===== src/rtl/booth_dot_acc_if.sv =====
// Stream interface for booth_dot_acc: product input, result output and abort control.
// The master side feeds products and consumes results; the slave side is the accumulator.
interface booth_dot_acc_if #(
  parameter int ACC_W = 12
) ();
  logic             clr;
  logic [7:0]       prod;
  logic             in_valid;
  logic             in_ready;
  logic [ACC_W-1:0] acc_out;
  logic             sat;
  logic             out_valid;
  logic             out_ready;
  logic             busy;

  modport master (
    output clr, prod, in_valid, out_ready,
    input  in_ready, acc_out, sat, out_valid, busy
  );

  modport slave (
    input  clr, prod, in_valid, out_ready,
    output in_ready, acc_out, sat, out_valid, busy
  );
endinterface


===== src/rtl/booth_dot_acc.sv =====
// Saturating dot-product accumulator: sums TERMS signed 8-bit products and
// holds the clamped result on a valid/ready port until the consumer takes it.
module booth_dot_acc #(
  parameter int TERMS = 4,
  parameter int ACC_W = 12
) (
  input logic            clk,
  input logic            rst_n,
  booth_dot_acc_if.slave bus
);

  typedef enum logic {ACCUM, HOLD} state_t;

  localparam logic signed [ACC_W:0] SUM_MAX = {2'b00, {(ACC_W-1){1'b1}}};
  localparam logic signed [ACC_W:0] SUM_MIN = {2'b11, {(ACC_W-1){1'b0}}};
  localparam logic [4:0]            LAST_CNT = 5'(TERMS - 1);

  state_t                  state_q, state_d;
  logic signed [ACC_W-1:0] acc_q, acc_d;
  logic signed [ACC_W-1:0] acc_out_q, acc_out_d;
  logic [4:0]              cnt_q, cnt_d;
  logic                    sat_q, sat_d;
  logic                    sat_out_q, sat_out_d;
  logic                    out_valid_q, out_valid_d;

  logic                    in_ready;
  logic                    busy;
  logic                    in_hs;
  logic                    sat_next;
  logic signed [ACC_W:0]   sum;
  logic signed [ACC_W:0]   clamped;

  // One guard bit is enough: |acc| + |prod| never exceeds 2^ACC_W.
  always_comb begin
    sum      = {acc_q[ACC_W-1], acc_q} + {{(ACC_W-7){bus.prod[7]}}, bus.prod};
    clamped  = sum;
    sat_next = sat_q;
    if (sum > SUM_MAX) begin
      clamped  = SUM_MAX;
      sat_next = 1'b1;
    end else if (sum < SUM_MIN) begin
      clamped  = SUM_MIN;
      sat_next = 1'b1;
    end
  end

  always_ff @(posedge clk) begin
    if (!rst_n) state_q <= ACCUM;
    else        state_q <= state_d;
  end

  always_comb begin
    in_hs       = bus.in_valid & in_ready;
    state_d     = state_q;
    acc_d       = acc_q;
    cnt_d       = cnt_q;
    sat_d       = sat_q;
    acc_out_d   = acc_out_q;
    sat_out_d   = sat_out_q;
    out_valid_d = out_valid_q;
    if (bus.clr) begin
      state_d     = ACCUM;
      acc_d       = '0;
      cnt_d       = '0;
      sat_d       = 1'b0;
      out_valid_d = 1'b0;
    end else begin
      case (state_q)
        ACCUM: begin
          if (in_hs && cnt_q == LAST_CNT) begin
            acc_out_d   = clamped[ACC_W-1:0];
            sat_out_d   = sat_next;
            out_valid_d = 1'b1;
            acc_d       = '0;
            cnt_d       = '0;
            sat_d       = 1'b0;
            state_d     = HOLD;
          end else if (in_hs) begin
            acc_d = clamped[ACC_W-1:0];
            cnt_d = cnt_q + 5'd1;
            sat_d = sat_next;
          end
        end
        HOLD: begin
          if (out_valid_q && bus.out_ready) begin
            out_valid_d = 1'b0;
            state_d     = ACCUM;
          end
        end
        default: state_d = ACCUM;
      endcase
    end
  end

  always_ff @(posedge clk) begin
    if (!rst_n) begin
      acc_q       <= '0;
      cnt_q       <= '0;
      sat_q       <= 1'b0;
      acc_out_q   <= '0;
      sat_out_q   <= 1'b0;
      out_valid_q <= 1'b0;
    end else begin
      acc_q       <= acc_d;
      cnt_q       <= cnt_d;
      sat_q       <= sat_d;
      acc_out_q   <= acc_out_d;
      sat_out_q   <= sat_out_d;
      out_valid_q <= out_valid_d;
    end
  end

  // in_ready decodes state only, so it never loops back through in_valid or out_ready.
  always_comb begin
    in_ready = (state_q == ACCUM);
    busy     = (cnt_q != 5'd0) | out_valid_q;
  end

  assign bus.in_ready  = in_ready;
  assign bus.busy      = busy;
  assign bus.acc_out   = acc_out_q;
  assign bus.sat       = sat_out_q;
  assign bus.out_valid = out_valid_q;

endmodule


===== src/flat_wrapper.sv =====
// flat-port wrapper written by rule: the top's interface ports become plain ports
module booth_dot_acc_flat 
#(
  parameter int TERMS = 4,
  parameter int ACC_W = 12
)
  (clk, rst_n, bus_clr, bus_prod, bus_in_valid, bus_out_ready, bus_in_ready, bus_acc_out, bus_sat, bus_out_valid, bus_busy);
  booth_dot_acc_if #(.ACC_W(ACC_W)) bus_i ();
  input logic clk;
  input logic rst_n;
  input wire logic [$bits(bus_i.clr)-1:0] bus_clr;
  input wire logic [$bits(bus_i.prod)-1:0] bus_prod;
  input wire logic [$bits(bus_i.in_valid)-1:0] bus_in_valid;
  input wire logic [$bits(bus_i.out_ready)-1:0] bus_out_ready;
  output wire logic [$bits(bus_i.in_ready)-1:0] bus_in_ready;
  output wire logic [$bits(bus_i.acc_out)-1:0] bus_acc_out;
  output wire logic [$bits(bus_i.sat)-1:0] bus_sat;
  output wire logic [$bits(bus_i.out_valid)-1:0] bus_out_valid;
  output wire logic [$bits(bus_i.busy)-1:0] bus_busy;
  assign bus_i.clr = bus_clr;
  assign bus_i.prod = bus_prod;
  assign bus_i.in_valid = bus_in_valid;
  assign bus_i.out_ready = bus_out_ready;
  assign bus_in_ready = bus_i.in_ready;
  assign bus_acc_out = bus_i.acc_out;
  assign bus_sat = bus_i.sat;
  assign bus_out_valid = bus_i.out_valid;
  assign bus_busy = bus_i.busy;
  booth_dot_acc #(.TERMS(TERMS), .ACC_W(ACC_W)) u_core (.clk(clk), .rst_n(rst_n), .bus(bus_i));
endmodule

===== config.mk =====
export PLATFORM = sky130hd
export DESIGN_NAME = booth_dot_acc_flat
export DESIGN_NICKNAME = d
export VERILOG_FILES = /design/src/rtl/booth_dot_acc_if.sv /design/src/rtl/booth_dot_acc.sv /design/src/flat_wrapper.sv
export SDC_FILE = /design/constraint.sdc
export NUM_CORES = 1
export LEC_CHECK = 0
export ABC_AREA = 1
export BUFFER_PORTS_ARGS = -buffer_cell sky130_fd_sc_hd__buf_2
export CORE_MARGIN = 1.5
export CORE_UTILIZATION = 47
export CTS_CLUSTER_DIAMETER = 50
export DETAILED_ROUTE_END_ITERATION = 7
export HOLD_SLACK_MARGIN = 0.12
export PLACE_DENSITY = 0.77
export SLEW_MARGIN = 20
export SYNTH_ARGS = -nofsm -noshare
export SYNTH_HDL_FRONTEND = slang
export SYNTH_SLANG_ARGS = --single-unit

===== constraint.sdc =====
create_clock -name clk -period 2.3 [get_ports clk]
set_input_delay 0.115 -clock clk [delete_from_list [all_inputs] [get_ports clk]]
set_output_delay 0.115 -clock clk [all_outputs]
set_load 0.02 [all_outputs]

; Word level (Yosys, flattened, before mapping)
; Index checks and enable logic that the tools add are counted.
[op_classes]
addsub = 2
multipliers = 0
div_mod_pow = 0
magnitude_cmp = 2
eq_ne = 3
shifts = 0
muxes = 16
n_bitwise = 5
reduce_logical = 8
[op_table]
columns = operator, n
row1 = two-way mux 12 bit, 4
row2 = adder 12 x 8 -> 13 bit, 1
row3 = "> comparator 13 x 12 -> 1 bit, second input constant", 1
row4 = "less-than comparator 13 x 12 -> 1 bit, second input constant", 1
row5 = two-way mux 5 bit, 2
row6 = two-way mux 1 bit, 8
row7 = "adder 5 x 1 -> 5 bit, second input constant", 1
row8 = "equality test 5 x 2 -> 1 bit, second input constant", 1
row9 = nonzero test 5 bit, 1
row10 = "!= test 2 bit, second input constant", 2
row11 = one-hot mux 1 bit (2 select lines), 2
row12 = AND reduction 2 bit, 2
row13 = NOT 1 bit, 3
row14 = AND reduction 3 bit, 1
row15 = logical AND 1 bit, 2
row16 = nonzero test 2 bit, 1
row17 = OR reduction 2 bit, 1
row18 = AND 1 bit, 1
row19 = OR 1 bit, 1
[totals]
regBits = 33
latch_bits = 0
ramBits = 0
rom_bits = 0
inputBits = 13
out_inout_bits = 16
elab_cells = 43
mem_count = 0

; Depth between registers and ports, before layout
; Gate-level depths: netlist of the first run.
[depth]
word_depth = 6
depth_mapped = 18
mapped_depth_nobuf = 17

; Least setup slack after synthesis of the first run
; Ideal clock, no wire load.
[synth_path]
path_kind = reg2reg
from = reg u_core.acc_q[0]
to = reg u_core.acc_out_q[10] (netlist: u_core.bus.acc_out[10])
setup_time_ns = 0.113
arrival_time_ns = 1.887
t_required_ns = 2.187
path_slack_ns = 0.300
path_stages_with_launch = 19
n_path_buf = 1
synth_period_minus_slack_ns = 2.000
path_cell_list = dfxtp_1 -> ha_1 -> inv_1 -> fa_1 -> inv_1 -> nand2_1 -> nand2_1 -> nand3_1 -> nand2_2 -> nand2_2 -> nand2_1 -> nand2_1 -> nand2_2 -> nand2_4 -> buf_12 -> nand2_4 -> nand2_2 -> o21ai_1 -> inv_1
[synth_between]
elab_chain_len = 4
word_cells_on_any_way = 5
cone_classes = add/sub: 1 / order compare: 2 / mux: 2
[synth_lines]
columns = item, line
row1 = start: declaration, booth_dot_acc.sv:19  ; logic signed [ACC_W-1:0] acc_q, acc_d;
row2 = start signal: assignment, booth_dot_acc.sv:97  ; acc_q <= '0;
row3 = start signal: assignment, booth_dot_acc.sv:104  ; acc_q <= acc_d;
row4 = adder 12 x 8 -> 13 bit (*), booth_dot_acc.sv:35  ; sum = {acc_q[ACC_W-1], acc_q} + {{(ACC_W-7){bus.prod[7]}}, bus.prod};
row5 = less-than comparator 13 x 12 -> 1 bit, booth_dot_acc.sv:41  ; end else if (sum < SUM_MIN) begin
row6 = two-way mux 12 bit, booth_dot_acc.sv:41
row7 = two-way mux 12 bit (*), booth_dot_acc.sv:38  ; if (sum > SUM_MAX) begin
row8 = end signal: assignment, booth_dot_acc.sv:107  ; acc_out_q <= acc_out_d;
row9 = end: declaration, booth_dot_acc.sv:20  ; logic signed [ACC_W-1:0] acc_out_q, acc_out_d;
; Mark *: on every way between the ends. The rest lies on a longest branch, timed or not.
; A chain may end at the register's enable or synchronous reset.

; Final worst setup path of the first run
[layout_path]
from = reg u_core.acc_q[0]
to = reg u_core.acc_q[3]
[layout_between]
elab_chain_len = 6
word_cells_on_any_way = 7
cone_classes = add/sub: 1 / order compare: 2 / mux: 4
[layout_lines]
columns = item, line
row1 = adder 12 x 8 -> 13 bit (*), booth_dot_acc.sv:35
row2 = less-than comparator 13 x 12 -> 1 bit, booth_dot_acc.sv:41
row3 = two-way mux 12 bit, booth_dot_acc.sv:41
row4 = two-way mux 12 bit (*), booth_dot_acc.sv:38
row5 = two-way mux 12 bit (*), booth_dot_acc.sv:78  ; end else if (in_hs) begin
row6 = two-way mux 12 bit (*), booth_dot_acc.sv:70  ; if (in_hs && cnt_q == LAST_CNT) begin
; Mark *: on every way between the ends. The rest lies on a longest branch, timed or not. The select of a mux whose other input is x is not followed.

==> results of run 1 <==
-- worst max-delay path: cells and delay by family (launching register included) --
family,cells,cell delay (ps)
AO/OA/AOI/OAI,1,70
flip-flops,1,330
AND/OR/NAND/NOR,12,970
adder cells (fa/ha/maj),2,540
buffers and inverters,2,130
-- through the flow --
step           setup TNS [ps]  total power [W]  area [um2]  setup WS [ps]
2_1_floorplan               0         0.000882        2150            300
3_3_place_gp                0         0.000926        2320            150
3_5_place_dp                0         0.000932        2320           73.9
4_1_cts                     0          0.00137        2420           22.7
5_1_grt                 -12.6          0.00146        2490          -5.91
6_report                    0          0.00139        2490            145
-- power by group through the flow --
stage,Sequential [W],Combinational (W),Clock [W]
after floorplan,0.000604,0.000278,0
after global placement,0.000607,0.000319,0
after detailed placement,0.000607,0.000325,0
after CTS,0.000594,0.000329,0.000444
after global routing,0.000596,0.000398,0.000469
final,0.000594,0.000353,0.000439
-- cell type report --
cell class / instances / area share (%)
clock buffers: 7 / 3.47
inverters: 44 / 6.64
multi-input cells: 225 / 52.4
flip-flops and latches: 33 / 26.6
well taps: 52 / 2.62
repair buffers: 36 / 8.25
-- kinds of logic after synthesis --
kind of cell | Yosys count | share of synthesized area (%)
and+or+nand+nor | 156 | 34.3
buffers and inverters | 50 | 10.5
AOI/OAI and AO/OA | 46 | 12.2
DFF | 33 | 30.7
adders and majority gates | 15 | 9.08
xor gates and xnor gates | 8 | 3.26
-- registers in the layout, summed over array words and instances (netlist names) --
| register | cells |
|---|---|
| u_core.bus.acc_out | 12 |
| u_core.bus.out_valid | 1 |
| u_core.sat_q | 1 |
| u_core.state_q | 1 |
| u_core.cnt_q | 5 |
| u_core.bus.sat | 1 |
| u_core.acc_q | 12 |
-- cells in the final DEF (no fill, tap or decap), types with 6 or more instances in the layout --
cell / n
sky130_fd_sc_hd__buf_2: 28
sky130_fd_sc_hd__buf_4: 6
sky130_fd_sc_hd__xor2_1: 7
sky130_fd_sc_hd__nor2_1: 28
sky130_fd_sc_hd__inv_1: 38
sky130_fd_sc_hd__nand2_1: 77
sky130_fd_sc_hd__ha_1: 13
sky130_fd_sc_hd__o21ai_1: 7
sky130_fd_sc_hd__a21oi_2: 6
sky130_fd_sc_hd__a21oi_1: 19
sky130_fd_sc_hd__clkbuf_8: 6
sky130_fd_sc_hd__dfxtp_1: 33
sky130_fd_sc_hd__nand2_2: 19
sky130_fd_sc_hd__nand3_1: 13
-- Yosys cell counts, types with 2 or more instances --
library cell / number
sky130_fd_sc_hd__nand4_1: 5
sky130_fd_sc_hd__nand2_1: 79
sky130_fd_sc_hd__o21ai_0: 5
sky130_fd_sc_hd__nor2_1: 28
sky130_fd_sc_hd__nand2_2: 17
sky130_fd_sc_hd__a21oi_1: 21
sky130_fd_sc_hd__nand2_4: 6
sky130_fd_sc_hd__clkbuf_1: 2
sky130_fd_sc_hd__ha_1: 14
sky130_fd_sc_hd__o21ai_1: 8
sky130_fd_sc_hd__inv_1: 38
sky130_fd_sc_hd__a21oi_2: 4
sky130_fd_sc_hd__nand3_1: 13
sky130_fd_sc_hd__a211oi_1: 2
sky130_fd_sc_hd__inv_2: 4
sky130_fd_sc_hd__xor2_1: 7
sky130_fd_sc_hd__dfxtp_1: 33
sky130_fd_sc_hd__buf_12: 2
sky130_fd_sc_hd__a31oi_1: 3
sky130_fd_sc_hd__clkinv_1: 2
sky130_fd_sc_hd__o21bai_1: 2
-- path summary, 6_finish.rpt --
kind | startpoint | slack [ps] | to
min | bus_clr | 160 | u_core.bus.out_valid
max | u_core.acc_q[0] | 150 | u_core.acc_q[3]
max reg2reg | u_core.acc_q[0] | 150 | u_core.acc_q[3]
min reg2reg | u_core.acc_q[0] | 470 | u_core.acc_q[0]
-- timing repair --
action / in CTS / in global routing
hold endpoints to repair: 3 / 0
buffers inserted: 0 / 3
gates resized for setup: 0 / 9
endpoints found under the setup margin: 0 / 24
hold buffers: 2 / 0
-- metal layers --
layer	vias up	track usage, %	share of wire, %
met3	9	3.99	3.7
met2	33	32.0	45
met4	0	5.66	1.5
li1	1051	-	-
met5	-	0	0
met1	873	25.6	49
==> impl_results.html, run 1 <==
<table>
<tr><th>Metric</th><th>Value</th></tr>
<tr><th colspan="2">Outcome</th></tr>
<tr><td>Outcome</td><td>complete, no violations</td></tr>
<tr><th colspan="2">Min path</th></tr>
<tr><td>Worst hold path cell count</td><td>4</td></tr>
<tr><td>Type of the worst min-delay path</td><td>in -&gt; reg</td></tr>
<tr><th colspan="2">Pwr</th></tr>
<tr><td>Share of power burned in the clock network</td><td>31.6%</td></tr>
<tr><td>Combinational group share of total power</td><td>25.5%</td></tr>
<tr><td>Sw Ratio</td><td>31.3%</td></tr>
<tr><td>Worst ir drop on vdd</td><td>422 uV</td></tr>
<tr><td>Leakage Power</td><td>1.30 nW</td></tr>
<tr><td>Net switching component of the power</td><td>0.000434 W</td></tr>
<tr><td>Cell Pwr Density</td><td>558 nW/um2</td></tr>
<tr><td>P_int</td><td>0.000952 W</td></tr>
<tr><td>Part of the power in registers</td><td>42.9%</td></tr>
<tr><th colspan="2">Final layout</th></tr>
<tr><td>FILL cells</td><td>414</td></tr>
<tr><td>Antenna diode instance count</td><td>0</td></tr>
<tr><td>Fraction of final layout cells with drive strength greater than 1</td><td>24.6%</td></tr>
<tr><td>Non-Filler Instances</td><td>397</td></tr>
<tr><td>End-of-flow core utilization</td><td>56.7%</td></tr>
<tr><td>Number of nets in the layout</td><td>373</td></tr>
<tr><td>Area of all sequential standard cells</td><td>661 um2</td></tr>
<tr><td>Area of combinational cells with multiple inputs</td><td>1300 um2</td></tr>
<tr><td>Growth of design area from synthesis to finish</td><td>15.6%</td></tr>
<tr><th colspan="2">Floorplanning</th></tr>
<tr><td>Initial core utilization</td><td>49.1%</td></tr>
<tr><td>Die width</td><td>70.6 um</td></tr>
<tr><td>Floorplan die area</td><td>4990 um2</td></tr>
<tr><td>Core area</td><td>4380 um2</td></tr>
<tr><td>Ports</td><td>29</td></tr>
<tr><td>Std cell rows</td><td>24</td></tr>
<tr><td>Die height</td><td>70.6 um</td></tr>
<tr><th colspan="2">Setup path</th></tr>
<tr><td>Delay contributed by the slowest stage of the critical path</td><td>350 ps</td></tr>
<tr><td>Crit path cell chain</td><td>ha_2 &gt; inv_1 &gt; fa_2 &gt; inv_1 &gt; nand2_1 &gt; nand2_2 &gt; nand3_1 &gt; nand2_2 &gt; nand2_2 &gt; nand2_1 &gt; nand2_1 &gt; nand2_2 &gt; nand2_8 &gt; nand2_1 &gt; nand2_2 &gt; nand2_1 &gt; a21oi_2</td></tr>
<tr><td>Arrival @ worst endpoint</td><td>2330 ps</td></tr>
<tr><td>Slowest library cell on the worst path</td><td>sky130_fd_sc_hd__fa_2</td></tr>
<tr><td>Req. time, crit path</td><td>2470 ps</td></tr>
<tr><td>Max Fanout on Critical Path</td><td>12</td></tr>
<tr><td>Critical Path Sink Type</td><td>register</td></tr>
<tr><td>Kind of start point of the critical path</td><td>register</td></tr>
<tr><td>Worst reg-to-reg path cell count</td><td>17</td></tr>
<tr><td>Start-to-end type of the worst setup path</td><td>reg -&gt; reg</td></tr>
<tr><th colspan="2">Job</th></tr>
<tr><td>Max-cap check violation count</td><td>0</td></tr>
<tr><th colspan="2">Clock network</th></tr>
<tr><td>Max Root-Sink Buffers</td><td>2</td></tr>
<tr><td>Source-to-sink clock delay at the later pin of the worst-skew pair</td><td>280 ps</td></tr>
<tr><td>Clock tree from TritonCTS</td><td>built</td></tr>
<tr><td>Total clock buffers created by CTS</td><td>5</td></tr>
<tr><td>Clk root buf</td><td>sky130_fd_sc_hd__clkbuf_8</td></tr>
<tr><td>Number of clock sinks</td><td>33</td></tr>
<tr><td>H-Tree Depth</td><td>2</td></tr>
<tr><td>Clk pin slew, worst setup/hold paths</td><td>60 ps</td></tr>
<tr><th colspan="2">Route</th></tr>
<tr><td>Post-DRT Antenna Nets</td><td>0</td></tr>
<tr><td>Average wire length per cell after detail routing</td><td>11.5 um</td></tr>
<tr><td>Remaining DRCs</td><td>0</td></tr>
<tr><td>Number of violations reported at the end of detailed-routing iteration 0</td><td>76</td></tr>
<tr><td>Number of search-and-repair iterations in the first detailed-routing pass</td><td>4</td></tr>
<tr><td>Wire length reported by the detailed router</td><td>4550 um</td></tr>
<tr><td>Routed via count divided by cell count</td><td>4.95</td></tr>
<tr><td>Via total after detailed routing</td><td>1966</td></tr>
<tr><th colspan="2">Yosys</th></tr>
<tr><td>YS warnings</td><td>0</td></tr>
<tr><td>Number of enable-type register cells in the synthesized netlist</td><td>0</td></tr>
<tr><td>Fraction of post-synthesis cell area in the top cell type by area</td><td>30.7%</td></tr>
<tr><td>Top cell type by total area after synthesis</td><td>sky130_fd_sc_hd__dfxtp_1</td></tr>
<tr><td>Post-synthesis cell type count</td><td>34</td></tr>
<tr><td>Yosys reg bits</td><td>33</td></tr>
<tr><td>Top FF cell, synth</td><td>sky130_fd_sc_hd__dfxtp_1</td></tr>
<tr><td>Fraction of registers with async set/reset</td><td>0%</td></tr>
<tr><td>Seq/Total Area, Yosys</td><td>30.7%</td></tr>
<tr><td>Leading post-synthesis cells by cell area</td><td>sky130_fd_sc_hd__dfxtp_1, sky130_fd_sc_hd__nand2_1, sky130_fd_sc_hd__ha_1</td></tr>
<tr><td>Post-Syn Instances</td><td>308</td></tr>
<tr><td>Total nets after synthesis</td><td>336</td></tr>
<tr><td>Cell Area, Synth</td><td>2150 um2</td></tr>
<tr><td>Average cell area after synthesis</td><td>6.98 um2</td></tr>
<tr><th colspan="2">Global routing</th></tr>
<tr><td>Gr ovfl total</td><td>0</td></tr>
<tr><td>Vias in the first global route</td><td>1827</td></tr>
<tr><td>Antenna violations before repair</td><td>0</td></tr>
<tr><td>Maximum number of pins on one net before global-route repair</td><td>17</td></tr>
<tr><td>Wire length of the first global-routing pass</td><td>7850 um</td></tr>
<tr><td>Overall track demand over capacity in global routing</td><td>19.3%</td></tr>
<tr><th colspan="2">STA</th></tr>
<tr><td>Hold Slack</td><td>162 ps</td></tr>
<tr><td>Setup-violating endpoint count in the final report</td><td>0</td></tr>
<tr><td>Fin crit period</td><td>2150 ps</td></tr>
<tr><td>Hold violation count in the final report</td><td>0</td></tr>
<tr><td>Max Transition Viols Final</td><td>0</td></tr>
<tr><td>Final Cycle Share</td><td>93.7%</td></tr>
<tr><td>Setup skew after layout</td><td>1.87 ps</td></tr>
<tr><td>Tightest Pin Transition</td><td>468 ps</td></tr>
<tr><td>Maximum frequency from static timing analysis</td><td>0.464 GHz</td></tr>
<tr><td>Relative max-transition margin</td><td>68.8%</td></tr>
<tr><th colspan="2">Placed design</th></tr>
<tr><td>Detailed-placement wirelength estimate</td><td>3520 um</td></tr>
<tr><td>Number of buffers added on ports</td><td>28</td></tr>
<tr><td>GPL Wtd Cong</td><td>0.888</td></tr>
<tr><td>Instance count after placement with tap cells included</td><td>385</td></tr>
</table>
(Power assumes the default switching activity.)
==> inputs of run 2 (changes only) <==
--- a/config.mk
+++ b/config.mk
@@ -9,11 +9,12 @@
 export BUFFER_PORTS_ARGS = -buffer_cell sky130_fd_sc_hd__buf_2
 export CORE_MARGIN = 1.5
 export CORE_UTILIZATION = 47
+export CTS_BUF_LIST = sky130_fd_sc_hd__clkbuf_16
 export CTS_CLUSTER_DIAMETER = 50
 export DETAILED_ROUTE_END_ITERATION = 7
 export HOLD_SLACK_MARGIN = 0.12
 export PLACE_DENSITY = 0.77
-export SLEW_MARGIN = 20
+export SLEW_MARGIN = 10
 export SYNTH_ARGS = -nofsm -noshare
 export SYNTH_HDL_FRONTEND = slang
 export SYNTH_SLANG_ARGS = --single-unit
==> impl_results.html, run 2 (synthesized netlist as in run 1, its figures left out) <==
<table>
<tr><th>Metric</th><th>Value</th></tr>
<tr><th colspan="2">Outcome</th></tr>
<tr><td>Outcome</td><td>complete, no violations</td></tr>
<tr><th colspan="2">Global routing</th></tr>
<tr><td>Vias in the first global route</td><td>1849</td></tr>
<tr><td>Met1 Resource Use GR</td><td>25.1%</td></tr>
<tr><td>Antenna violations before repair</td><td>0</td></tr>
<tr><td>Maximum number of pins on one net before global-route repair</td><td>17</td></tr>
<tr><td>Wire length of the first global-routing pass</td><td>7870 um</td></tr>
<tr><td>Gr ovfl total</td><td>0</td></tr>
<tr><td>Layer with the highest usage</td><td>met2</td></tr>
<tr><td>GR Layer Usage met2</td><td>33.4%</td></tr>
<tr><td>Global-route track usage on met3</td><td>3.85%</td></tr>
<tr><td>Overall track demand over capacity in global routing</td><td>19.3%</td></tr>
<tr><th colspan="2">Clock network</th></tr>
<tr><td>Clk pin slew, worst setup/hold paths</td><td>50 ps</td></tr>
<tr><td>Source-to-sink clock delay at the later pin of the worst-skew pair</td><td>270 ps</td></tr>
<tr><td>H-Tree Depth</td><td>2</td></tr>
<tr><td>Clock tree from TritonCTS</td><td>built</td></tr>
<tr><td>Number of clock sinks</td><td>33</td></tr>
<tr><td>Clk root buf</td><td>sky130_fd_sc_hd__clkbuf_16</td></tr>
<tr><td>Max Root-Sink Buffers</td><td>2</td></tr>
<tr><td>Total clock buffers created by CTS</td><td>5</td></tr>
<tr><th colspan="2">Setup path</th></tr>
<tr><td>Max Fanout on Critical Path</td><td>7</td></tr>
<tr><td>Most prevalent standard cell on the critical path</td><td>sky130_fd_sc_hd__nand2_1</td></tr>
<tr><td>Kind of cell adding the most delay to the critical path</td><td>simple AND/OR/NAND/NOR gates</td></tr>
<tr><td>Req. time, crit path</td><td>2470 ps</td></tr>
<tr><td>Kind of start point of the critical path</td><td>register</td></tr>
<tr><td>Slowest library cell on the worst path</td><td>sky130_fd_sc_hd__fa_2</td></tr>
<tr><td>Delay contributed by the slowest stage of the critical path</td><td>370 ps</td></tr>
<tr><td>Crit path cell chain</td><td>ha_2 &gt; inv_1 &gt; fa_2 &gt; inv_1 &gt; nand2_1 &gt; nand2_1 &gt; nand3_1 &gt; nand2_2 &gt; nand2_2 &gt; nand2_1 &gt; nand2_1 &gt; nand2_4 &gt; nand2_8 &gt; nand2_1 &gt; nand2_2 &gt; o21ai_1 &gt; inv_1</td></tr>
<tr><td>Start-to-end type of the worst setup path</td><td>reg -&gt; reg</td></tr>
<tr><td>Arrival @ worst endpoint</td><td>2330 ps</td></tr>
<tr><td>Crit path buffers/inverters</td><td>3</td></tr>
<tr><td>Critical Path Sink Type</td><td>register</td></tr>
<tr><th colspan="2">Floorplanning</th></tr>
<tr><td>Initial core utilization</td><td>49.1%</td></tr>
<tr><td>Floorplan die area</td><td>4990 um2</td></tr>
<tr><td>Core area</td><td>4380 um2</td></tr>
<tr><td>Ports</td><td>29</td></tr>
<tr><td>Std cell rows</td><td>24</td></tr>
<tr><td>Die width</td><td>70.6 um</td></tr>
<tr><td>Die height</td><td>70.6 um</td></tr>
<tr><th colspan="2">Final layout</th></tr>
<tr><td>FILL cells</td><td>403</td></tr>
<tr><td>Number of nets in the layout</td><td>372</td></tr>
<tr><td>Fraction of final layout cells with drive strength greater than 1</td><td>23.5%</td></tr>
<tr><td>Growth of design area from synthesis to finish</td><td>17.2%</td></tr>
<tr><td>Leading cell type in the layout, fill and taps excluded</td><td>sky130_fd_sc_hd__nand2_1</td></tr>
<tr><td>Antenna diode instance count</td><td>0</td></tr>
<tr><td>Most frequent cells in the layout</td><td>sky130_fd_sc_hd__nand2_1, sky130_fd_sc_hd__inv_1, sky130_fd_sc_hd__dfxtp_1</td></tr>
<tr><td>Non-Filler Instances</td><td>396</td></tr>
<tr><th colspan="2">Placed design</th></tr>
<tr><td>Instance count after placement with tap cells included</td><td>385</td></tr>
<tr><td>Detailed-placement wirelength estimate</td><td>3520 um</td></tr>
<tr><td>Number of buffers added on ports</td><td>28</td></tr>
<tr><td>Pre-CTS WS</td><td>73.9 ps</td></tr>
<tr><td>GPL Wtd Cong</td><td>0.888</td></tr>
<tr><th colspan="2">Route</th></tr>
<tr><td>Via total after detailed routing</td><td>1980</td></tr>
<tr><td>Wire length reported by the detailed router</td><td>4660 um</td></tr>
<tr><td>Average wire length per cell after detail routing</td><td>11.8 um</td></tr>
<tr><td>Number of violations reported at the end of detailed-routing iteration 0</td><td>79</td></tr>
<tr><td>Post-DRT Antenna Nets</td><td>0</td></tr>
<tr><td>Remaining DRCs</td><td>0</td></tr>
<tr><td>Routed via count divided by cell count</td><td>5.00</td></tr>
<tr><td>Number of search-and-repair iterations in the first detailed-routing pass</td><td>4</td></tr>
<tr><th colspan="2">STA</th></tr>
<tr><td>Hold Slack</td><td>136 ps</td></tr>
<tr><td>Setup skew after layout</td><td>5.84 ps</td></tr>
<tr><td>Fin crit period</td><td>2170 ps</td></tr>
<tr><td>Max Transition Viols Final</td><td>0</td></tr>
<tr><td>Tightest Pin Transition</td><td>452 ps</td></tr>
<tr><td>Maximum frequency from static timing analysis</td><td>0.461 GHz</td></tr>
<tr><td>Hold violation count in the final report</td><td>0</td></tr>
<tr><td>Setup-violating endpoint count in the final report</td><td>0</td></tr>
<tr><td>Relative max-transition margin</td><td>69.8%</td></tr>
<tr><td>PnR worst setup slack</td><td>131 ps</td></tr>
<tr><td>Final Cycle Share</td><td>94.3%</td></tr>
<tr><td>Setup tns final</td><td>0 ps</td></tr>
<tr><th colspan="2">Pwr</th></tr>
<tr><td>Part of the power in registers</td><td>38.2%</td></tr>
<tr><td>P_int</td><td>0.00110 W</td></tr>
<tr><td>Share of power burned in the clock network</td><td>38.9%</td></tr>
<tr><td>Combinational group share of total power</td><td>22.9%</td></tr>
<tr><td>Net switching component of the power</td><td>0.000458 W</td></tr>
<tr><td>Cell Pwr Density</td><td>618 nW/um2</td></tr>
<tr><td>Leakage Power</td><td>1.32 nW</td></tr>
<tr><td>Worst ir drop on vdd</td><td>509 uV</td></tr>
<tr><td>Sw Ratio</td><td>29.4%</td></tr>
<tr><th colspan="2">Min path</th></tr>
<tr><td>Type of the worst min-delay path</td><td>in -&gt; reg</td></tr>
<tr><th colspan="2">Job</th></tr>
<tr><td>Max-cap check violation count</td><td>0</td></tr>
</table>
run 2: cell types whose count changed in the layout (fill, tap and decap cells not counted), sizes merged:
| cell | before | now |
|---|---|---|
| clkbuf | 7 | 5 |
| buf | 34 | 33 |
| dlygate4sd3 | 2 | 1 |
| nand2 | 102 | 103 |
| inv | 42 | 43 |
| clkinv | 2 | 3 |
run 2: metal layers:
layer | vias up | routed length, um
met5 | - | 0
met4 | 0 | 38
met3 | 4 | 204
met2 | 46 | 2190
met1 | 878 | 2220
li1 | 1052 | -
run 2: stage by stage:
stage                     cell area [um2]  utilization [%]  total power, W
after global routing                 2520             57.5         0.00163
after CTS                            2460             56.1         0.00154
after detailed placement             2320             52.9        0.000932
final                                2520             57.5         0.00156
after global placement               2320             52.9        0.000926
after floorplan                      2150                -        0.000882
run 2: what timing repair did:
action	CTS	global route
hold buffers	1	0
setup buffers	0	2
gates resized for setup	0	7
endpoints found under the hold margin	1	0
setup endpoints to repair	0	24
run 2: final timing paths:
| path | from | to | slack [ps] | depth (start not counted) |
|---|---|---|---|---|
| setup / recovery | u_core.acc_q[0] | u_core.bus.acc_out[7] | 130 | 17 |
| hold / removal | rst_n | u_core.bus.acc_out[1] | 140 | 3 |
| setup reg to reg | u_core.acc_q[0] | u_core.bus.acc_out[7] | 130 | 17 |
| hold reg to reg | u_core.acc_q[0] | u_core.acc_q[0] | 470 | 2 |
run 2: tightest hold or removal path: stages:
cell	delay (ps)
sky130_fd_sc_hd__buf_2	130
sky130_fd_sc_hd__o21ai_0	70
sky130_fd_sc_hd__a21oi_1	40
run 2: power by group through the flow:
stage | Combinational, W | Sequential [W] | Clock (W)
2_1_floorplan | 0.000278 | 0.000604 | 0
3_3_place_gp | 0.000319 | 0.000607 | 0
3_5_place_dp | 0.000325 | 0.000607 | 0
4_1_cts | 0.000329 | 0.000596 | 0.000617
5_1_grt | 0.000403 | 0.000597 | 0.000634
6_report | 0.000357 | 0.000596 | 0.000606
run 2: final cells by class:
class                      instances  area (um2)  share of cell area, %
clock buffer                       5         125                   4.96
clock inverter                     2        7.51                  0.298
inverter                          44         165                   6.55
multi-input combinational        226        1310                   52.0
sequential                        33         661                   26.2
tap                               52        65.1                   2.58
timing repair buffer              34         188                   7.44
==> inputs of run 3 (changes only) <==
--- a/config.mk
+++ b/config.mk
@@ -5,7 +5,6 @@
 export SDC_FILE = /design/constraint.sdc
 export NUM_CORES = 1
 export LEC_CHECK = 0
-export ABC_AREA = 1
 export BUFFER_PORTS_ARGS = -buffer_cell sky130_fd_sc_hd__buf_2
 export CORE_MARGIN = 1.5
 export CORE_UTILIZATION = 47
@@ -13,7 +12,7 @@
 export CTS_CLUSTER_DIAMETER = 50
 export DETAILED_ROUTE_END_ITERATION = 7
 export HOLD_SLACK_MARGIN = 0.12
-export PLACE_DENSITY = 0.77
+export PLACE_DENSITY = 0.78
 export SLEW_MARGIN = 10
 export SYNTH_ARGS = -nofsm -noshare
 export SYNTH_HDL_FRONTEND = slang
==> impl_results.html, run 3 <==
<table>
<tr><th>Metric</th><th>Value</th></tr>
<tr><th colspan="2">Min path</th></tr>
<tr><td>Worst hold path cell count</td><td>2</td></tr>
<tr><td>Hold Path End</td><td>u_core.bus.acc_out[8]</td></tr>
<tr><td>Type of the worst min-delay path</td><td>in -&gt; reg</td></tr>
<tr><td>Hold_sp</td><td>rst_n</td></tr>
<tr><th colspan="2">Yosys</th></tr>
<tr><td>Total nets after synthesis</td><td>264</td></tr>
<tr><td>Main combinational cell family by area after synthesis</td><td>compound AO/OA/AOI/OAI gates</td></tr>
<tr><td>Cell with the most instances after synthesis</td><td>sky130_fd_sc_hd__dfxtp_1</td></tr>
<tr><td>Number of enable-type register cells in the synthesized netlist</td><td>0</td></tr>
<tr><td>Area fraction in and, or, nand and nor cells after synthesis</td><td>23.2%</td></tr>
<tr><td>Most instantiated cells after synthesis</td><td>sky130_fd_sc_hd__dfxtp_1, sky130_fd_sc_hd__nand2_1, sky130_fd_sc_hd__a21oi_1, sky130_fd_sc_hd__nor2_1, sky130_fd_sc_hd__o21ai_0</td></tr>
<tr><td>Cell Area, Synth</td><td>1950 um2</td></tr>
<tr><td>Top cell type by total area after synthesis</td><td>sky130_fd_sc_hd__dfxtp_1</td></tr>
<tr><td>Multiplexer area fraction after synthesis</td><td>1.28%</td></tr>
<tr><td>Post-synthesis cell type count</td><td>45</td></tr>
<tr><td>Yosys reg bits</td><td>33</td></tr>
<tr><td>Post-Syn Instances</td><td>236</td></tr>
<tr><td>Compound-cell area share of the yosys netlist</td><td>23.7%</td></tr>
<tr><td>Seq/Total Area, Yosys</td><td>33.9%</td></tr>
<tr><td>Leading post-synthesis cells by cell area</td><td>sky130_fd_sc_hd__dfxtp_1, sky130_fd_sc_hd__ha_1, sky130_fd_sc_hd__nand2_1</td></tr>
<tr><td>Adder-cell share of the synthesized area</td><td>10.0%</td></tr>
<tr><td>Xor/xnor share of the synthesized area</td><td>3.60%</td></tr>
<tr><td>Fraction of registers with async set/reset</td><td>0%</td></tr>
<tr><td>Top FF cell, synth</td><td>sky130_fd_sc_hd__dfxtp_1</td></tr>
<tr><td>Fraction of post-synthesis cell area in the top cell type by area</td><td>33.9%</td></tr>
<tr><td>YS warnings</td><td>0</td></tr>
<tr><td>Average cell area after synthesis</td><td>8.25 um2</td></tr>
<tr><th colspan="2">Placed design</th></tr>
<tr><td>Instance count after placement with tap cells included</td><td>333</td></tr>
<tr><td>Detailed-placement wirelength estimate</td><td>3950 um</td></tr>
<tr><td>GPL Wtd Cong</td><td>0.955</td></tr>
<tr><td>Number of buffers added on ports</td><td>28</td></tr>
<tr><td>Pre-CTS WS</td><td>-88.8 ps</td></tr>
<tr><td>Post-place instance area</td><td>2310 um2</td></tr>
<tr><th colspan="2">Clock network</th></tr>
<tr><td>Clock tree from TritonCTS</td><td>built</td></tr>
<tr><td>H-Tree Depth</td><td>2</td></tr>
<tr><td>Clk pin slew, worst setup/hold paths</td><td>50 ps</td></tr>
<tr><td>Number of clock sinks</td><td>33</td></tr>
<tr><td>Total clock buffers created by CTS</td><td>5</td></tr>
<tr><td>Source-to-sink clock delay at the later pin of the worst-skew pair</td><td>280 ps</td></tr>
<tr><td>Max Root-Sink Buffers</td><td>2</td></tr>
<tr><td>Clk root buf</td><td>sky130_fd_sc_hd__clkbuf_16</td></tr>
<tr><th colspan="2">Floorplanning</th></tr>
<tr><td>Die height</td><td>67.4 um</td></tr>
<tr><td>Floorplan die area</td><td>4540 um2</td></tr>
<tr><td>Die width</td><td>67.4 um</td></tr>
<tr><td>Std cell rows</td><td>23</td></tr>
<tr><td>Initial core utilization</td><td>48.7%</td></tr>
<tr><td>Core area</td><td>4000 um2</td></tr>
<tr><td>Ports</td><td>29</td></tr>
<tr><th colspan="2">Setup path</th></tr>
<tr><td>Kind of start point of the critical path</td><td>register</td></tr>
<tr><td>Arrival @ worst endpoint</td><td>2550 ps</td></tr>
<tr><td>Reg-to-reg endpoint</td><td>u_core.bus.acc_out[1]</td></tr>
<tr><td>Critical Path Sink Type</td><td>register</td></tr>
<tr><td>Start-to-end type of the worst setup path</td><td>reg -&gt; reg</td></tr>
<tr><td>Flop-to-flop setup slack</td><td>-80 ps</td></tr>
<tr><td>Req. time, crit path</td><td>2470 ps</td></tr>
<tr><td>Max Fanout on Critical Path</td><td>5</td></tr>
<tr><td>Worst r2r src</td><td>u_core.acc_q[0]</td></tr>
<tr><td>Worst reg-to-reg path cell count</td><td>9</td></tr>
<tr><th colspan="2">Final layout</th></tr>
<tr><td>Most frequent cells in the layout</td><td>sky130_fd_sc_hd__dfxtp_1, sky130_fd_sc_hd__nand2_1, sky130_fd_sc_hd__buf_4</td></tr>
<tr><td>Number of nets in the layout</td><td>324</td></tr>
<tr><td>Growth of design area from synthesis to finish</td><td>41.4%</td></tr>
<tr><td>Fin area</td><td>2750 um2</td></tr>
<tr><td>Fraction of final layout cells with drive strength greater than 1</td><td>35.0%</td></tr>
<tr><td>Leading cell type in the layout, fill and taps excluded</td><td>sky130_fd_sc_hd__dfxtp_1</td></tr>
<tr><td>Non-Filler Instances</td><td>347</td></tr>
<tr><td>Antenna diode instance count</td><td>0</td></tr>
<tr><th colspan="2">Global routing</th></tr>
<tr><td>Gr ovfl total</td><td>0</td></tr>
<tr><td>Vias in the first global route</td><td>1964</td></tr>
<tr><td>Maximum number of pins on one net before global-route repair</td><td>17</td></tr>
<tr><td>Wire length of the first global-routing pass</td><td>8800 um</td></tr>
<tr><td>Antenna violations before repair</td><td>0</td></tr>
<tr><td>Overall track demand over capacity in global routing</td><td>26.2%</td></tr>
<tr><th colspan="2">STA</th></tr>
<tr><td>Setup skew after layout</td><td>7.03 ps</td></tr>
<tr><td>PnR worst setup slack</td><td>-76.6 ps</td></tr>
<tr><td>Final Cycle Share</td><td>103%</td></tr>
<tr><td>Fin crit period</td><td>2380 ps</td></tr>
<tr><td>Relative max-transition margin</td><td>64.5%</td></tr>
<tr><td>Tightest Pin Transition</td><td>531 ps</td></tr>
<tr><td>Max Transition Viols Final</td><td>0</td></tr>
<tr><td>Hold violation count in the final report</td><td>0</td></tr>
<tr><td>Maximum frequency from static timing analysis</td><td>0.421 GHz</td></tr>
<tr><td>Setup tns final</td><td>-133 ps</td></tr>
<tr><td>Setup-violating endpoint count in the final report</td><td>2</td></tr>
<tr><th colspan="2">Job</th></tr>
<tr><td>Max-cap check violation count</td><td>0</td></tr>
<tr><th colspan="2">Route</th></tr>
<tr><td>Number of violations reported at the end of detailed-routing iteration 0</td><td>172</td></tr>
<tr><td>Via total after detailed routing</td><td>2100</td></tr>
<tr><td>Routed via count divided by cell count</td><td>6.05</td></tr>
<tr><td>Post-DRT Antenna Nets</td><td>0</td></tr>
<tr><td>Number of search-and-repair iterations in the first detailed-routing pass</td><td>5</td></tr>
<tr><td>Wire length reported by the detailed router</td><td>6220 um</td></tr>
<tr><td>Remaining DRCs</td><td>0</td></tr>
<tr><td>Average wire length per cell after detail routing</td><td>17.9 um</td></tr>
<tr><th colspan="2">Pwr</th></tr>
<tr><td>Worst ir drop on vdd</td><td>442 uV</td></tr>
<tr><td>Sw Ratio</td><td>28.2%</td></tr>
<tr><td>Part of the power in registers</td><td>33.3%</td></tr>
<tr><td>Combinational group share of total power</td><td>25.8%</td></tr>
<tr><td>Share of power burned in the clock network</td><td>40.9%</td></tr>
<tr><td>Overall power consumption</td><td>0.00183 W</td></tr>
<tr><td>Cell Pwr Density</td><td>663 nW/um2</td></tr>
<tr><td>Net switching component of the power</td><td>0.000514 W</td></tr>
<tr><td>P_int</td><td>0.00131 W</td></tr>
<tr><td>Leakage Power</td><td>1.16 nW</td></tr>
<tr><th colspan="2">Outcome</th></tr>
<tr><td>Outcome</td><td>finished with violations</td></tr>
<tr><td>Violated checks</td><td>negative setup slack</td></tr>
</table>
-- run 3: changes by cell type after synthesis, moves of 7 or more --
cell / delta
sky130_fd_sc_hd__o211ai_1: +7
sky130_fd_sc_hd__o21ai_0: +11
sky130_fd_sc_hd__nand2_1: -48
sky130_fd_sc_hd__inv_1: -26
sky130_fd_sc_hd__nand2_2: -16
sky130_fd_sc_hd__nor2_1: -10
-- run 3: worst max path at each step --
stage,cells after the start,slack (ps),end,from
after floorplan,10,80,u_core.sat_q,u_core.acc_q[0]
after global placement,10,-70,u_core.bus.acc_out[9],u_core.acc_q[0]
after detailed placement,10,-90,u_core.acc_q[9],u_core.acc_q[0]
after CTS,9,0.4,u_core.bus.acc_out[8],u_core.acc_q[8]
after global routing,9,-80,u_core.bus.acc_out[1],u_core.acc_q[4]
final,9,-80,u_core.bus.acc_out[1],u_core.acc_q[0]
-- run 3: critical path, stage by stage, from the launching register on --
cell	delay (ps)
sky130_fd_sc_hd__dfxtp_2	330
sky130_fd_sc_hd__ha_4	160
sky130_fd_sc_hd__buf_4	140
sky130_fd_sc_hd__a211oi_4	260
sky130_fd_sc_hd__and4bb_1	220
sky130_fd_sc_hd__a211oi_2	140
sky130_fd_sc_hd__buf_4	180
sky130_fd_sc_hd__mux2i_1	300
sky130_fd_sc_hd__o21ai_0	220
sky130_fd_sc_hd__a32o_1	320
-- run 3: layer usage --
layer,up-vias,share of wire [%],global-route usage [%]
met1,987,39,29.2
met2,103,49,46.4
li1,983,-,-
met3,27,7.0,6.67
met4,0,4.0,12.0
met5,-,0,0
-- run 3: cell type report --
class | count | area, um2
Clock buffer | 5 | 125
Clock inverter | 3 | 37.5
Fill cell | 299 | 1250
Inverter | 12 | 45.0
Multi-Input combinational cell | 184 | 1430
Sequential cell | 33 | 663
Tap cell | 50 | 62.6
Timing Repair Buffer | 60 | 387
-- run 3: logic make-up after synthesis --
| family | after synthesis |
|---|---|
| and+or+nand+nor | 91 |
| AOI/OAI and AO/OA | 68 |
| DFF | 33 |
| xor gates and xnor gates | 8 |
| muxes | 2 |
| adders and majority gates | 15 |
| buffers and inverters | 19 |
-- run 3: repair_timing --
item / CTS / global route
pin swaps: 4 / 9
endpoints found under the setup margin: 24 / 24
hold buffers: 1 / 0
resized for setup: 7 / 34
buffers inserted: 2 / 3
hold endpoints to repair: 1 / 0
-- run 3: per-stage QoR --
step,hold slack [ps],util (%)
after detailed placement,353,57.7
after global placement,339,57.7
after floorplan,233,-
final,185,68.8
after CTS,171,63.5
after global routing,178,68.8
-- run 3: power by group through the flow --
stage / sequential (W) / combinational (W) / clock [W]
2_1_floorplan: 0.000610 / 0.000227 / 0
3_3_place_gp: 0.000612 / 0.000346 / 0
3_5_place_dp: 0.000613 / 0.000353 / 0
4_1_cts: 0.000602 / 0.000375 / 0.000753
5_1_grt: 0.000610 / 0.000502 / 0.000774
6_report: 0.000608 / 0.000471 / 0.000747
